==> src/rtl/pwm_capture8_pkg.sv <==
// Shared definitions for the pwm_capture8 PWM duty-cycle decoder.
// Holds the FSM state type and the default frame width.
package pwm_capture8_pkg;

  localparam int FRAME_W_DEF = 8;

  typedef enum logic {
    SEARCH  = 1'b0,
    MEASURE = 1'b1
  } state_t;

endpackage

==> src/rtl/pwm_capture8_edge_sync.sv <==
// pwm_edge_sync: registers the PWM input (optionally through a 2-flop synchronizer
// when PWM_CAPTURE_SYNC_EN is defined) and flags rising edges of the sampled signal.
module pwm_edge_sync
  import pwm_capture8_pkg::*;
(
  input  logic clk,
  input  logic rst,
  input  logic pwm,
  output logic sample,
  output logic rise
);

  logic pwm_p1;
  logic prev_p2;

`ifdef PWM_CAPTURE_SYNC_EN
  logic sync_p0;
  logic sync_p1;

  // Stage 0/1: metastability guard for an asynchronous PWM source
  always_ff @(posedge clk) begin
    if (rst) begin
      sync_p0 <= 1'b0;
      sync_p1 <= 1'b0;
    end else begin
      sync_p0 <= pwm;
      sync_p1 <= sync_p0;
    end
  end

  assign pwm_p1 = sync_p1;
`else
  assign pwm_p1 = pwm;
`endif

  // Stage 2: sample register and its one-cycle history for edge detection
  always_ff @(posedge clk) begin
    if (rst) begin
      sample  <= 1'b0;
      prev_p2 <= 1'b0;
    end else begin
      sample  <= pwm_p1;
      prev_p2 <= sample;
    end
  end

  assign rise = sample & ~prev_p2;

endmodule

==> src/rtl/pwm_capture8.sv <==
// pwm_capture8: locks onto a high-first PWM waveform with a 2^FRAME_W cycle frame and
// reports the high-cycle count per frame. Macro PWM_CAPTURE_SYNC_EN adds an input synchronizer.
module pwm_capture8
  import pwm_capture8_pkg::*;
#(
  parameter int FRAME_W = FRAME_W_DEF
) (
  input  logic               clk,
  input  logic               rst,
  input  logic               pwm_i,
  output logic [FRAME_W-1:0] duty_o,
  output logic               valid_o,
  output logic               err_o,
  output logic               locked_o
);

  localparam logic [FRAME_W-1:0] POS_ONE  = 1;
  localparam logic [FRAME_W-1:0] POS_LAST = {FRAME_W{1'b1}};
  localparam logic [FRAME_W:0]   HIGH_ONE = 1;

  function automatic logic [FRAME_W-1:0] sat_duty(input logic [FRAME_W:0] cnt);
    return cnt[FRAME_W] ? {FRAME_W{1'b1}} : cnt[FRAME_W-1:0];
  endfunction

  logic               sample;
  logic               rise;
  state_t             state;
  logic [FRAME_W-1:0] pos;
  logic [FRAME_W:0]   high;
  logic [FRAME_W-1:0] tmo;
  logic               err_pend;
  logic [FRAME_W:0]   sample_ext;

  assign sample_ext = {{FRAME_W{1'b0}}, sample};

  pwm_edge_sync u_edge_sync (
    .clk    (clk),
    .rst    (rst),
    .pwm    (pwm_i),
    .sample (sample),
    .rise   (rise)
  );

  // Frame FSM: sample/rise are already registered, so strobes land one edge after the decision input
  always_ff @(posedge clk) begin
    if (rst) begin
      state    <= SEARCH;
      pos      <= '0;
      high     <= '0;
      tmo      <= '0;
      err_pend <= 1'b0;
      duty_o   <= '0;
      valid_o  <= 1'b0;
      err_o    <= 1'b0;
      locked_o <= 1'b0;
    end else begin
      valid_o  <= 1'b0;
      err_o    <= err_pend;
      err_pend <= 1'b0;
      case (state)
        SEARCH: begin
          if (rise) begin
            state    <= MEASURE;
            locked_o <= 1'b1;
            pos      <= '0;
            high     <= HIGH_ONE;
            tmo      <= '0;
          end else if (tmo == POS_LAST) begin
            tmo     <= '0;
            valid_o <= 1'b1;
            duty_o  <= sample ? {FRAME_W{1'b1}} : '0;
            err_o   <= sample;
          end else begin
            tmo <= tmo + POS_ONE;
          end
        end
        MEASURE: begin
          if (pos == POS_LAST) begin
            valid_o <= 1'b1;
            duty_o  <= sat_duty(high);
            pos     <= '0;
            high    <= sample_ext;
            // Losing the frame edge is flagged one cycle later so it never overlaps the duty strobe
            if (!rise && !(!sample && high == '0)) begin
              state    <= SEARCH;
              locked_o <= 1'b0;
              err_pend <= 1'b1;
              tmo      <= '0;
            end
          end else if (rise) begin
            err_o <= 1'b1;
            pos   <= '0;
            high  <= HIGH_ONE;
          end else begin
            pos  <= pos + POS_ONE;
            high <= high + sample_ext;
          end
        end
        default: begin
          state    <= SEARCH;
          locked_o <= 1'b0;
        end
      endcase
    end
  end

endmodule

==> config.mk <==
export PLATFORM = sky130hd
export DESIGN_NAME = pwm_capture8
export DESIGN_NICKNAME = d
export VERILOG_FILES = /design/src/rtl/pwm_capture8_pkg.sv /design/src/rtl/pwm_capture8_edge_sync.sv /design/src/rtl/pwm_capture8.sv
export SDC_FILE = /design/constraint.sdc
export NUM_CORES = 1
export LEC_CHECK = 0
export CORE_UTILIZATION = 55
export DETAILED_ROUTE_END_ITERATION = 16
export PLACE_DENSITY = 0.76
export SYNTH_ARGS = -nofsm -noshare
export SYNTH_HDL_FRONTEND = slang
export SYNTH_SLANG_ARGS = --single-unit
==> constraint.sdc <==
create_clock -name clk -period 2.5 [get_ports clk]
set_clock_uncertainty 0.15 [all_clocks]
set_input_delay 0.5 -clock clk [delete_from_list [all_inputs] [get_ports clk]]
set_output_delay 0.5 -clock clk [all_outputs]
set_load 0.005 [all_outputs]
==> flow_metrics.env <==
export IMPL_status="complete, no violations"
export IMPL_cp_start_kind="register"
export IMPL_cts_tree="yes"
export IMPL_diodes=0
export IMPL_dominantRegCellSynth="dfxtp_1"
export IMPL_p_total_uw=1190
export IMPL_syn_to_final_growth_pct=13.7
export IMPL_clockRootBuffer="clkbuf_4"
export IMPL_hold_ws_ns=0.307
export IMPL_clock_path_buffers=2
export IMPL_drt_iter0_drc=186
export IMPL_die_area_um2=3600
export IMPL_critPathArrivalTime_ns=2.34
export IMPL_gr_usage_met3_pct=6.71
export IMPL_post_route_period_util_pct=88.6
export IMPL_htreeDepth=2
export IMPL_setup_violations=0
export IMPL_drcViolationCount=0
export IMPL_ios=14
export IMPL_syn_cell_area_um2=1850
export IMPL_port_buffers=13
export IMPL_peakVddDrop_v=0.000401
export IMPL_vias=1722
export IMPL_avgSynthCellArea_um2=8.19
export IMPL_hold_viol=0
export IMPL_crit_required_ns=2.63
export IMPL_use_met1_pct=29.2
export IMPL_dieWidth_um=60.0
export IMPL_grt_pass1_wl_um=6730
export IMPL_fmax_mhz=451
export IMPL_hpwl_um=2840
export IMPL_yosysUniqueCellTypes=38
export IMPL_globalRouteOverflowTotal=0
export IMPL_drive_gt1_share_pct=8.30
export IMPL_async_reset_ff_share_pct=0
export IMPL_grt_max_degree=35
export IMPL_critPathCaptureType="register"
export IMPL_nNetsFinal=247
export IMPL_cts_setup_buffers=0
export IMPL_ys_warn_count=0
export IMPL_clock_latency_ns=0.35
export IMPL_post_cts_resized=0
export IMPL_finalSetupTns_ns=0
export IMPL_synth_edf_count=0
export IMPL_clk_pin_slew_worst_paths_ns=0.12
export IMPL_worst_path_max_fanout=9
export IMPL_ys_seq_area_share_pct=43.2
export IMPL_via_per_inst=6.04
export IMPL_core_um2=3130
export IMPL_num_rows=20
export IMPL_rsz0062_at_grt="false"
export IMPL_leakage_uw=0.000748
export IMPL_antenna_found_initial=0
export IMPL_die_h_um=60.0
export IMPL_slew_headroom_pct=64.9
export IMPL_holdCritPathClass="register to register"
export IMPL_top_usage_layer="met2"
export IMPL_numCtsBuffers=5
export IMPL_gp_congestion=0.798
export IMPL_p_per_area_nw_per_um2=564
export IMPL_max_cap_violations=0
export IMPL_path_class="register to register"
export IMPL_ant_nets=0
export IMPL_worst_pin_slew_ns=0.526
export IMPL_synth_seq_cells=40
export IMPL_totalWireLength_um=4200
export IMPL_finalCriticalPeriod_ns=2.22
export IMPL_grt_use_met2_pct=44.8
export IMPL_syn_nets=233
export IMPL_track_usage_pct=25.5
export IMPL_slew_viol_final=0
export IMPL_synthCells=226
export IMPL_drtPass1Iterations=4
export IMPL_wl_per_cell_um=14.7
export IMPL_clock_sink_count=40
export IMPL_grt_pass1_vias=1597
export IMPL_start_util_pct=59.2
export IMPL_cts_hold_buffers=0
synth_stat cells (4+ instances only):
cell       n  area, um2
o21ai_0   10       50.1
nor2b_1    5       31.3
ha_1       4       50.1
nand3_1   10       50.1
nand2b_1   4       25.0
clkbuf_1  10       37.5
nor3_1     7       35.0
nand2_1   17       63.8
or3_1     12       75.1
a311oi_1   7       61.3
a22oi_1    5       37.5
dfxtp_1   40        801
a21oi_1   20        100
nor2_1    37        139
and3_1     5       31.3
nand4_1    5       31.3
placed cells by master, fill, tap and decap left out, types with 2 or more instances in the layout:
cell              n
dfxtp_1          40
nor2_1           37
a21oi_1          20
nand2_1          17
clkdlybuf4s50_1  13
or3_1            12
nand3_1          10
o21ai_0          10
nor3_1            7
a311oi_1          7
buf_4             6
nor2b_1           5
nand4_1           5
a22oi_1           5
and3_1            5
clkbuf_4          5
nand2b_1          4
ha_1              4
or4_1             2
inv_1             2
xor2_1            2
a41oi_1           2
a31oi_1           2
a211oi_1          2
metal layers:
| layer | part of all wire, % | up-vias | routed length [um] |
|---|---|---|---|
| li1 | - | 849 | - |
| met1 | 44 | 821 | 1860 |
| met2 | 51 | 45 | 2130 |
| met3 | 3.6 | 7 | 151 |
| met4 | 1.6 | 0 | 68 |
| met5 | 0 | - | 0 |
cell type report:
type | count | area (um2)
fillers | 263 | 1020
well taps | 44 | 55.1
inverters | 2 | 7.51
multi-input cells | 172 | 991
repair buffers | 19 | 175
clock inverters | 2 | 35.0
flip-flops and latches | 40 | 801
clock buffers | 6 | 41.3
logic make-up (layout without fill, tap and decap cells):
group | count (synthesis) | after routing | share of synthesized area, %
adder cells (fa/ha/maj) | 4 | 4 | 2.70
flip-flops | 40 | 40 | 43.2
XOR/XNOR | 2 | 2 | 0.946
buffers and inverters | 14 | 29 | 3.24
AO/OA/AOI/OAI | 55 | 55 | 20.1
AND/OR/NAND/NOR | 111 | 111 | 29.8
flip-flops by register name (all words and copies together) (netlist names), 8 cells and up:
name    count
duty_o      8
high        9
pos         8
tmo         8
final timing paths:
path,start,endpoint,slack [ns],depth (start not counted)
setup / recovery,high[3],tmo[4],0.28,5
hold / removal,duty_o[1],duty_o[1],0.31,2
setup reg to reg,high[3],tmo[4],0.28,5
hold reg to reg,duty_o[1],duty_o[1],0.31,2
power by group:
part           switching [uW]  internal (uW)  leakage, uW
sequential               11.4            649     0.000324
combinational            69.0           38.1     0.000382
clock                     211            210    0.0000422
worst max-delay path: stages (launching register included):
cell and delay [ns]:
dfxtp_1 0.40, or4_1 0.54, nor4_1 0.40, o41a_2 0.31, o21ai_0 0.14, a21oi_1 0.19
stage by stage:
step	util, %	setup WS [ns]	instance area (um2)	instances
after floorplan	-	0.391	1850	226
after global routing	67.3	0.193	2110	285
final	67.3	0.285	2110	285
after detailed placement	64.9	0.352	2030	277
after global placement	64.9	0.408	2030	277
after CTS	67.3	0.336	2110	285
No activity file was read; power rests on OpenSTA's default activity.
